==> config.mk <==
export PLATFORM = sky130hd
export DESIGN_NAME = namuru_accum_status_flat
export DESIGN_NICKNAME = d
export VERILOG_FILES = /design/src/rtl/namuru_accum_status_if.sv /design/src/rtl/namuru_accum_status.sv /design/src/flat_wrapper.sv
export SDC_FILE = /design/constraint.sdc
export NUM_CORES = 1
export LEC_CHECK = 0
export CAP_MARGIN = 20
export CORE_MARGIN = 2
export CORE_UTILIZATION = 27
export CTS_BUF_LIST = sky130_fd_sc_hd__clkbuf_16
export DETAILED_ROUTE_END_ITERATION = 8
export PLACE_DENSITY = 0.56
export SLEW_MARGIN = 20
export SYNTH_ARGS = -nofsm -noshare
export SYNTH_HDL_FRONTEND = slang
export SYNTH_SLANG_ARGS = --single-unit
==> constraint.sdc <==
create_clock -name clk -period 3.2 [get_ports clk]
set_input_delay 0.8 -clock clk [delete_from_list [all_inputs] [get_ports clk]]
set_output_delay 0.8 -clock clk [all_outputs]
set_load 0.01 [all_outputs]
==> src/rtl/namuru_accum_status_if.sv <==
// ============================================================================
// Module   : namuru_accum_status_if
// Brief    : Strobe/status bundle between the CPU-side logic and the
//            accumulator status block.
// Revision : 1.0 - initial release
// ============================================================================
`default_nettype none

interface namuru_accum_status_if #(
    parameter int NCH = 12,
    parameter int TW  = 16
);
    logic             accum_enable_i;
    logic             tic_enable_i;
    logic [NCH-1:0]   dump_i;
    logic [NCH-1:0]   ch_rd_i;
    logic             status_rd_i;
    logic             irq_en_we_i;
    logic [1:0]       irq_en_wdata_i;

    logic [NCH-1:0]   new_data_o;
    logic [NCH-1:0]   snap_new_data_o;
    logic [NCH-1:0]   missed_o;
    logic [1:0]       status_o;
    logic [1:0]       irq_en_o;
    logic             irq_o;
    logic [TW-1:0]    tic_cnt_o;

    modport slave (
        input  accum_enable_i, tic_enable_i, dump_i, ch_rd_i,
               status_rd_i, irq_en_we_i, irq_en_wdata_i,
        output new_data_o, snap_new_data_o, missed_o, status_o,
               irq_en_o, irq_o, tic_cnt_o
    );

    modport master (
        output accum_enable_i, tic_enable_i, dump_i, ch_rd_i,
               status_rd_i, irq_en_we_i, irq_en_wdata_i,
        input  new_data_o, snap_new_data_o, missed_o, status_o,
               irq_en_o, irq_o, tic_cnt_o
    );
endinterface

`default_nettype wire

==> src/rtl/namuru_accum_status.sv <==
// ============================================================================
// Module   : namuru_accum_status
// Brief    : Per-channel fresh-data / overrun flags, TIC and ACCUM_INT status
//            flags, TIC counter and level interrupt. Overrun logic is built
//            only when NAMURU_ACCUM_MISSED_EN is defined.
// Revision : 1.0 - initial release
// ============================================================================
`default_nettype none

module namuru_accum_status #(
    parameter int NCH = 12,
    parameter int TW  = 16
) (
    input  wire                          clk,
    input  wire                          rstn,
    namuru_accum_status_if.slave         bus
);

    logic [NCH-1:0] new_data_q,  new_data_d;
    logic [NCH-1:0] snap_q,      snap_d;
    logic [1:0]     status_q,    status_d;
    logic [1:0]     irq_en_q,    irq_en_d;
    logic           irq_q,       irq_d;
    logic [TW-1:0]  tic_cnt_q,   tic_cnt_d;

    // A dump in the same cycle as a channel read still leaves the data fresh.
    always_comb begin
        new_data_d = (new_data_q & ~bus.ch_rd_i) | bus.dump_i;
        snap_d     = bus.accum_enable_i ? new_data_d : snap_q;

        status_d[0] = bus.accum_enable_i | (status_q[0] & ~bus.status_rd_i);
        status_d[1] = bus.tic_enable_i   | (status_q[1] & ~bus.status_rd_i);

        tic_cnt_d = tic_cnt_q + {{(TW-1){1'b0}}, bus.tic_enable_i};
        irq_en_d  = bus.irq_en_we_i ? bus.irq_en_wdata_i : irq_en_q;
        irq_d     = |(status_d & irq_en_d);
    end

    always_ff @(posedge clk) begin
        if (!rstn) begin
            new_data_q <= '0;
            snap_q     <= '0;
            status_q   <= '0;
            irq_en_q   <= '0;
            irq_q      <= 1'b0;
            tic_cnt_q  <= '0;
        end else begin
            new_data_q <= new_data_d;
            snap_q     <= snap_d;
            status_q   <= status_d;
            irq_en_q   <= irq_en_d;
            irq_q      <= irq_d;
            tic_cnt_q  <= tic_cnt_d;
        end
    end

`ifdef NAMURU_ACCUM_MISSED_EN
    logic [NCH-1:0] missed_q, missed_d;

    // Overrun: a dump lands on still-unread data; set beats the status-read clear.
    always_comb begin
        missed_d = (missed_q & ~{NCH{bus.status_rd_i}})
                 | (bus.dump_i & new_data_q & ~bus.ch_rd_i);
    end

    always_ff @(posedge clk) begin
        if (!rstn) begin
            missed_q <= '0;
        end else begin
            missed_q <= missed_d;
        end
    end

    assign bus.missed_o = missed_q;
`else
    assign bus.missed_o = '0;
`endif

    assign bus.new_data_o      = new_data_q;
    assign bus.snap_new_data_o = snap_q;
    assign bus.status_o        = status_q;
    assign bus.irq_en_o        = irq_en_q;
    assign bus.irq_o           = irq_q;
    assign bus.tic_cnt_o       = tic_cnt_q;

endmodule

`default_nettype wire

==> src/flat_wrapper.sv <==
// flat-port wrapper written by rule: the top's interface ports become plain ports
module namuru_accum_status_flat 
#(
    parameter int NCH = 12,
    parameter int TW  = 16
)
  (clk, rstn, bus_accum_enable_i, bus_tic_enable_i, bus_dump_i, bus_ch_rd_i, bus_status_rd_i, bus_irq_en_we_i, bus_irq_en_wdata_i, bus_new_data_o, bus_snap_new_data_o, bus_missed_o, bus_status_o, bus_irq_en_o, bus_irq_o, bus_tic_cnt_o);
  namuru_accum_status_if #(.NCH(NCH), .TW(TW)) bus_i ();
  input  wire clk;
  input  wire rstn;
  input wire logic [$bits(bus_i.accum_enable_i)-1:0] bus_accum_enable_i;
  input wire logic [$bits(bus_i.tic_enable_i)-1:0] bus_tic_enable_i;
  input wire logic [$bits(bus_i.dump_i)-1:0] bus_dump_i;
  input wire logic [$bits(bus_i.ch_rd_i)-1:0] bus_ch_rd_i;
  input wire logic [$bits(bus_i.status_rd_i)-1:0] bus_status_rd_i;
  input wire logic [$bits(bus_i.irq_en_we_i)-1:0] bus_irq_en_we_i;
  input wire logic [$bits(bus_i.irq_en_wdata_i)-1:0] bus_irq_en_wdata_i;
  output wire logic [$bits(bus_i.new_data_o)-1:0] bus_new_data_o;
  output wire logic [$bits(bus_i.snap_new_data_o)-1:0] bus_snap_new_data_o;
  output wire logic [$bits(bus_i.missed_o)-1:0] bus_missed_o;
  output wire logic [$bits(bus_i.status_o)-1:0] bus_status_o;
  output wire logic [$bits(bus_i.irq_en_o)-1:0] bus_irq_en_o;
  output wire logic [$bits(bus_i.irq_o)-1:0] bus_irq_o;
  output wire logic [$bits(bus_i.tic_cnt_o)-1:0] bus_tic_cnt_o;
  assign bus_i.accum_enable_i = bus_accum_enable_i;
  assign bus_i.tic_enable_i = bus_tic_enable_i;
  assign bus_i.dump_i = bus_dump_i;
  assign bus_i.ch_rd_i = bus_ch_rd_i;
  assign bus_i.status_rd_i = bus_status_rd_i;
  assign bus_i.irq_en_we_i = bus_irq_en_we_i;
  assign bus_i.irq_en_wdata_i = bus_irq_en_wdata_i;
  assign bus_new_data_o = bus_i.new_data_o;
  assign bus_snap_new_data_o = bus_i.snap_new_data_o;
  assign bus_missed_o = bus_i.missed_o;
  assign bus_status_o = bus_i.status_o;
  assign bus_irq_en_o = bus_i.irq_en_o;
  assign bus_irq_o = bus_i.irq_o;
  assign bus_tic_cnt_o = bus_i.tic_cnt_o;
  namuru_accum_status #(.NCH(NCH), .TW(TW)) u_core (.clk(clk), .rstn(rstn), .bus(bus_i));
endmodule
Word level (Yosys, flattened, before mapping)

Cells that the tools add are included.
Widths: inputs -> output; s select.

Register bits: 45
Bits in latches: 0
RAM bits: 0
Bits in read-only memories: 0
Output and inout port bits: 57
Word-level logic and storage cells: 18
Memories kept: 0

Add/sub/neg operators: 1
$mul: 0
Divide/modulo/power cells: 0
$lt $le $gt $ge: 0
Eq/ne operators: 0
Shift operators: 0
Mux-type cells: 1
Bitwise gates (word level): 9
Reduce and logical (&&, ||, !) cells: 1

Operators by type and width:

| cell            | count |
|---|---|
| $add 16x1->16   | 1 |
| $and 12x12->12  | 1 |
| $not 12->12     | 1 |
| $or 12x12->12   | 1 |
| $and 1x1->1     | 2 |
| $and 2x2->2     | 1 |
| $mux 2          | 1 |
| $or 1x1->1      | 2 |
| $reduce_or 2->1 | 1 |
| $not 1->1       | 1 |

Logic depth before layout (Yosys ltp)

Gate-level depths: netlist (run 1).

Depth after elaboration: 5
Depth in mapped cells: 5

Worst setup path after synthesis (run 1)

Ideal clock, no wire load.

Path type: input to register
Start: input port bus_tic_enable_i
End: register u_core.tic_cnt_q[12], in the netlist u_core.bus.tic_cnt_o[12]
Library setup time: 0.071 ns
Arrival time: 1.981 ns
Data required time: 3.129 ns
Slack: 1.148 ns
Stages: 5
Path through: ha_1 > ha_1 > nand4_2 > or4_1 > a21oi_1

Cells in the longest elaborated chain, start to end: 1

RTL lines:

| what                 | RTL line                  | source |
|---|---|---|
| start, declared      | flat_wrapper.sv:12        | `input wire logic [$bits(bus_i.tic_enable_i)-1:0] bus_tic_enable_i;` |
| $add 16x1->16        | namuru_accum_status.sv:34 | `tic_cnt_d = tic_cnt_q + {{(TW-1){1'b0}}, bus.tic_enable_i};` |
| end signal, assigned | namuru_accum_status.sv:53 | `tic_cnt_q <= tic_cnt_d;` |
| end, declared        | namuru_accum_status.sv:24 | `logic [TW-1:0] tic_cnt_q, tic_cnt_d;` |

Every way passes these cells.
A chain may end at the register's enable or synchronous reset.

Worst setup path after layout (run 1)

Ends and elaborated chain as after synthesis.

==> results.sh, run 1 <==
export IMPL_core_um2=6386
export IMPL_cts_sinks=45
export IMPL_grt_pass1_wl_um=6706
export IMPL_hold_depth=2
export IMPL_design_die_area_um2=7338
export IMPL_track_usage_pct=11.30
export IMPL_critPathMaxStageDelay_ns=0.52
export IMPL_final_util_pct=43.28
export IMPL_crit_chain="clkdlybuf4s50_1 -> ha_1 -> ha_1 -> nand4_2 -> or4_1 -> a21oi_1"
export IMPL_setup_viol=0
export IMPL_clock_latency_ns=0.28
export IMPL_r2r_end="u_core.bus.tic_cnt_o[12]"
export IMPL_rsz0062_at_grt="false"
export IMPL_netlist_area_um2=1800
export IMPL_critPathLaunchType="input port"
export IMPL_place_inst=349
export IMPL_use_met2_pct=17.05
export IMPL_grt_max_degree=23
export IMPL_maxCapViolCount=0
export IMPL_row_count=29
export IMPL_hold_path_class="reg -> reg"
export IMPL_use_met3_pct=5.967
export IMPL_worstPathArrival_ns=2.67
export IMPL_finalMaxSlewViolations=0
export IMPL_ctsHoldBuffers=0
export IMPL_final_common_cell="clkdlybuf4s50_1"
export IMPL_dp_hpwl_um=3055
export IMPL_rrSetupSlack_ns=1.43
export IMPL_multi_input_area_um2=745.7
export IMPL_wl_um=4070
export IMPL_synth_ff_latch_count=45
export IMPL_syn_avg_cell_area_um2=8.913
export IMPL_fill_cells=639
export IMPL_placed_area_um2=2601
export IMPL_yosysSeqAreaShare_pct=50.03
export IMPL_vias_per_cell=4.339
export IMPL_critPathKind="in -> reg"
export IMPL_boundaryPins=89
export IMPL_syn_inst=202
export IMPL_hold_start="u_core.bus.tic_cnt_o[15]"
export IMPL_fin_setup_tns_ns=0
export IMPL_io_buffers=76
export IMPL_grtUsageMet1_pct=14.16
export IMPL_min_to="u_core.bus.tic_cnt_o[15]"
export IMPL_finalPower_mw=1.334
export IMPL_outcome="finished, final reports clean"
export IMPL_antenna_left=0
export IMPL_finalCritPeriodShare_pct=76.88
export IMPL_fp_dieH_um=85.66
export IMPL_grt_pass1_vias=1470
export IMPL_busiest_layer="met2"
export IMPL_first_pass_iters=4
export IMPL_path_max_fanout=9
export IMPL_fmax_mhz=406.5
export IMPL_antenna_found_initial=0
export IMPL_preCtsSetupSlack_ns=0.4478
export IMPL_p_per_area_nw_per_um2=482.7
export IMPL_finalCriticalPeriod_ns=2.460
export IMPL_final_area_um2=2764
export IMPL_gp_congestion=0.7224
export IMPL_worst_hold_slack_ns=0.4787
export IMPL_worstSetupStartpoint="bus_tic_enable_i"
export IMPL_cts_buffer_depth=2
export IMPL_start_util_pct=28.19
export IMPL_wl_per_cell_um=11.40
export IMPL_layout_drive_gt1_share_pct=4.286
export IMPL_cpMostUsedCell="ha_1"
export IMPL_yosysWarningCount=0
export IMPL_drtIter0Drc=40
export IMPL_cts_setup_buffers=0
export IMPL_clkTransAtPathRegs_ns=0.06
export IMPL_area_growth_pct=53.51
export IMPL_seq_area_um2=900.9
export IMPL_cts_resized_gates=0
export IMPL_cts_root_buf="clkbuf_16"
export IMPL_cp_slowest_cell="clkdlybuf4s50_1"
export IMPL_peakVddDrop_mv=0.3250
export IMPL_drc=0
export IMPL_htreeDepth=2
export IMPL_end_kind="flip-flop"
export IMPL_relSlewSlack_pct=62.68
export IMPL_yosys_cell_types_count=27
export IMPL_cp_buffers_inverters=1
export IMPL_dr_total_vias=1549
export IMPL_cts_tree="built"
export IMPL_layout_common_cells="clkdlybuf4s50_1, dfxtp_1, nor2_1, inv_1, a21oi_1"
export IMPL_cts_buffers=5
export IMPL_critPathTopFamily="simple AND/OR/NAND/NOR gates"
export IMPL_reg2regPathDepth=5
export IMPL_diodes=0
export IMPL_r2r_start="u_core.bus.tic_cnt_o[0]"
export IMPL_fin_ws_ns=0.7399
export IMPL_die_x_um=85.66
export IMPL_tightest_slew_ns=0.5591
export IMPL_fin_skew_ns=0.004921
export IMPL_p_leak_nw=1.101
export IMPL_grt_ovfl_total=0
export IMPL_finalHoldViolCount=0
export IMPL_cp_required_ns=3.41
export IMPL_nNetsFinal=314
export IMPL_final_cells=357
[worst min-delay path: stages, from the launching register on]
cell and delay (ns):
dfxtp_1 0.32, nand2_1 0.06, mux2i_1 0.05
[final cells by class]
class | count | share of cell area, %
Sequential cell | 45 | 32.59
Timing Repair Buffer | 79 | 28.34
Multi-Input combinational cell | 128 | 26.98
Clock buffer | 5 | 4.527
Tap cell | 77 | 3.486
Inverter | 20 | 2.716
Clock inverter | 3 | 1.358
[state kept, by name, indices dropped and copies added (netlist names)]
name and count:
u_core.bus.tic_cnt_o 16, u_core.bus.status_o 2, u_core.bus.irq_en_o 2, u_core.bus.snap_new_data_o 12, u_core.bus.irq_o 1, u_core.bus.new_data_o 12
[cells in the mapped netlist]
master / count / area (µm²)
clkbuf_1: 6 / 22.52
or4_1: 4 / 30.03
ha_1: 3 / 37.54
xnor2_1: 1 / 8.760
nand4_2: 2 / 25.02
buf_1: 2 / 7.510
o21ai_0: 4 / 20.02
and2_1: 2 / 12.51
inv_1: 20 / 75.07
nor2b_1: 1 / 6.260
o31ai_1: 4 / 30.03
mux2i_1: 6 / 60.06
a21oi_1: 20 / 100.1
nand2b_1: 3 / 18.77
nand4_1: 1 / 6.260
xor2_1: 2 / 17.52
or3_1: 3 / 18.77
nor4_1: 4 / 25.02
o32ai_1: 1 / 8.760
buf_4: 12 / 90.09
nand2_1: 7 / 26.28
nand3_1: 5 / 25.02
conb_1: 1 / 3.750
nor2_1: 30 / 112.6
a211oi_1: 12 / 90.09
dfxtp_1: 45 / 900.9
nand4_4: 1 / 21.27
[report_power, final]
group          total [mW]  internal [mW]  switching (mW)
clock network       0.558          0.362           0.196
logic               0.172         0.0989          0.0729
registers           0.604          0.589          0.0155
total                1.33           1.05           0.284
[how the worst max path moves through the flow]
stage | endpoint | slack, ns | cells past startpoint
6_report | u_core.bus.tic_cnt_o[12] | 0.74 | 6
5_1_grt | u_core.bus.tic_cnt_o[12] | 0.56 | 6
4_1_cts | u_core.bus.tic_cnt_o[12] | 0.74 | 6
3_5_place_dp | u_core.bus.tic_cnt_o[12] | 0.45 | 6
3_3_place_gp | u_core.bus.tic_cnt_o[12] | 0.48 | 6
2_1_floorplan | u_core.bus.tic_cnt_o[12] | 1.15 | 5
[per-layer routing]
| metal | part of all wire [%] | up-vias |
|---|---|---|
| met5 | 0 | - |
| met4 | 0.93 | 0 |
| met3 | 11 | 4 |
| met2 | 43 | 63 |
| met1 | 45 | 669 |
| li1 | - | 813 |
[kinds of logic (layout without fill, tap and decap cells)]
family | after synthesis | in the layout | share of synthesized area (%)
compound gates | 41 | 41 | 13.83
xor+xnor | 3 | 3 | 1.460
fa+ha+maj | 3 | 3 | 2.085
buf+inv | 40 | 107 | 10.84
flops | 45 | 45 | 50.03
mux | 6 | 6 | 3.336
other cells | 1 | 12 | 0.2083
simple gates | 63 | 63 | 18.21
Note: power is estimated with default switching activity, not from simulation.
==> run 2, diff against run 1 <==
--- a/config.mk
+++ b/config.mk
@@ -10,7 +10,7 @@
 export CORE_UTILIZATION = 27
 export CTS_BUF_LIST = sky130_fd_sc_hd__clkbuf_16
 export DETAILED_ROUTE_END_ITERATION = 8
-export PLACE_DENSITY = 0.56
+export PLACE_DENSITY = 0.58
 export SLEW_MARGIN = 20
 export SYNTH_ARGS = -nofsm -noshare
 export SYNTH_HDL_FRONTEND = slang
==> constraint.sdc (replaced) <==
create_clock -name clk -period 2.2 [get_ports clk]
set_input_delay 0.55 -clock clk [delete_from_list [all_inputs] [get_ports clk]]
set_output_delay 0.55 -clock clk [all_outputs]
set_load 0.01 [all_outputs]
==> run 2 against run 1 <==
First-iteration DRC count is 43% lower. Setup slack got worse by 0.48 ns. Power up 39%. Largest power group unchanged.
==> results.sh, run 2 (synthesis results as in run 1) <==
export IMPL_outcome="finished, final reports clean"
export IMPL_track_usage_pct=10.83
export IMPL_cp_slowest_cell="clkdlybuf4s50_1"
export IMPL_pwr_share_comb_pct=13.6
export IMPL_drc=0
export IMPL_clkPwrFrac_pct=39.1
export IMPL_reg2regPathDepth=6
export IMPL_seqPwrFrac_pct=47.4
export IMPL_cts_buffers=5
export IMPL_final_common_cell="clkdlybuf4s50_1"
export IMPL_setup_viol=0
export IMPL_start_util_pct=28.19
export IMPL_finalHoldViolCount=0
export IMPL_p_int_mw=1.425
export IMPL_antenna_found_initial=0
export IMPL_first_pass_iters=4
export IMPL_dp_hpwl_um=3012
export IMPL_io_buffers=76
export IMPL_htreeDepth=2
export IMPL_switching_power_mw=0.4281
export IMPL_critPathTopFamily="buffers and inverters"
export IMPL_fin_skew_ns=0.004147
export IMPL_finalCritPeriodShare_pct=88.17
export IMPL_cts_buffer_depth=2
export IMPL_critPathKind="in -> reg"
export IMPL_design_die_area_um2=7338
export IMPL_layout_common_cells="clkdlybuf4s50_1, dfxtp_1, nor2_1, inv_1, a21oi_1"
export IMPL_hold_start="u_core.bus.tic_cnt_o[15]"
export IMPL_antenna_left=0
export IMPL_cts_resized_gates=0
export IMPL_cp_required_ns=2.41
export IMPL_fp_dieH_um=85.66
export IMPL_p_per_area_nw_per_um2=665.5
export IMPL_core_um2=6386
export IMPL_largest_reg_flops=16
export IMPL_end_kind="flip-flop"
export IMPL_place_inst=354
export IMPL_preCtsSetupSlack_ns=-0.05130
export IMPL_vias_per_cell=4.285
export IMPL_wl_um=3907
export IMPL_path_depth=7
export IMPL_diodes=0
export IMPL_wl_per_cell_um=10.79
export IMPL_final_area_um2=2785
export IMPL_boundaryPins=89
export IMPL_fin_ws_ns=0.2603
export IMPL_nNetsFinal=319
export IMPL_cts_setup_buffers=0
export IMPL_rsz0062_at_grt="false"
export IMPL_clock_latency_ns=0.28
export IMPL_critPathLaunchType="input port"
export IMPL_clkTransAtPathRegs_ns=0.06
export IMPL_peakVddDrop_mv=0.3594
export IMPL_grt_ovfl_total=0
export IMPL_fmax_mhz=515.5
export IMPL_r2r_end="u_core.bus.tic_cnt_o[8]"
export IMPL_area_growth_pct=54.69
export IMPL_cp_endpoint="u_core.bus.tic_cnt_o[8]"
export IMPL_row_count=29
export IMPL_cp_buffers_inverters=2
export IMPL_maxCapViolCount=0
export IMPL_crit_chain="clkdlybuf4s50_1 -> ha_1 -> ha_1 -> nand4_2 -> buf_4 -> or3_1 -> a21oi_1"
export IMPL_hold_path_class="reg -> reg"
export IMPL_worst_hold_slack_ns=0.4704
export IMPL_dr_total_vias=1551
export IMPL_final_cells=362
export IMPL_grt_pass1_vias=1470
export IMPL_cpMostUsedCell="ha_1"
export IMPL_critPathMaxStageDelay_ns=0.49
export IMPL_rrSetupSlack_ns=0.63
export IMPL_r2r_start="u_core.bus.tic_cnt_o[0]"
export IMPL_finalMaxSlewViolations=0
export IMPL_layout_drive_gt1_share_pct=6.667
export IMPL_worstPathArrival_ns=2.15
export IMPL_drtIter0Drc=23
export IMPL_worstSetupStartpoint="bus_tic_enable_i"
export IMPL_finalCriticalPeriod_ns=1.940
export IMPL_path_max_fanout=6
export IMPL_cts_tree="built"
export IMPL_gp_congestion=0.7177
export IMPL_grt_max_degree=25
export IMPL_die_x_um=85.66
export IMPL_cts_sinks=45
export IMPL_fill_cells=649
export IMPL_cts_root_buf="clkbuf_16"
export IMPL_ctsHoldBuffers=0
export IMPL_p_leak_nw=1.113
export IMPL_switching_share_pct=23.10
export IMPL_grt_pass1_wl_um=6486
export IMPL_placed_area_um2=2639
run 2: cell types whose count changed in the layout (fill, tap and decap cells not counted), sizes merged:
| cell | previous run | this run |
|---|---|---|
| buf | 3 | 8 |
| bufinv | 1 | 0 |
| clkinvlp | 0 | 1 |
run 2: power groups by stage:
stage,logic [mW],clock network [mW],registers (mW)
6_report,0.252,0.724,0.878
5_1_grt,0.280,0.782,0.883
4_1_cts,0.255,0.754,0.879
3_5_place_dp,0.254,0,0.896
3_3_place_gp,0.255,0,0.895
2_1_floorplan,0.0937,0,0.914
run 2: area by class of cell:
cell class	instances	area (µm²)	area share (%)
flip-flops and latches	45	900.9	32.35
inverters	20	75.07	2.695
multi-input cells	128	745.7	26.77
clock buffers	5	125.1	4.492
repair buffers	84	820.8	29.47
clock inverters	3	21.27	0.7637
well taps	77	96.34	3.459
run 2: worst min-delay path by stage:
stage | depth (start not counted) | slack [ns] | end
floorplan | 2 | 0.49 | u_core.bus.tic_cnt_o[15]
global placement | 2 | 0.46 | u_core.bus.tic_cnt_o[15]
detailed placement | 2 | 0.47 | u_core.bus.tic_cnt_o[15]
CTS | 2 | 0.48 | u_core.bus.tic_cnt_o[15]
global route | 2 | 0.51 | u_core.bus.tic_cnt_o[15]
finish | 2 | 0.47 | u_core.bus.tic_cnt_o[15]
run 2: metrics by stage:
step                 TNS [ns]  power [mW]  utilization, %
detailed placement    -0.1112       1.150           41.32
CTS                         0       1.888           43.61
finish                      0       1.854           43.61
global placement    -0.001909       1.150           41.32
floorplan                   0       1.008               -
global route                0       1.945           43.61
run 2: routing by layer:
layer / share of wire [%] / global-route usage, % / vias up
met3: 8.5 / 4.427 / 2
met1: 46 / 13.19 / 669
met2: 45 / 17.68 / 54
met4: 0.64 / 3.030 / 0
li1: - / - / 826
met5: 0 / 0 / -
run 2: worst register-to-register path, cell delays in order, from the launching register on:
cell and delay (ns):
dfxtp_1 0.38, ha_1 0.18, ha_1 0.18, nand4_2 0.14
buf_4 0.19, or3_1 0.30, a21oi_1 0.14
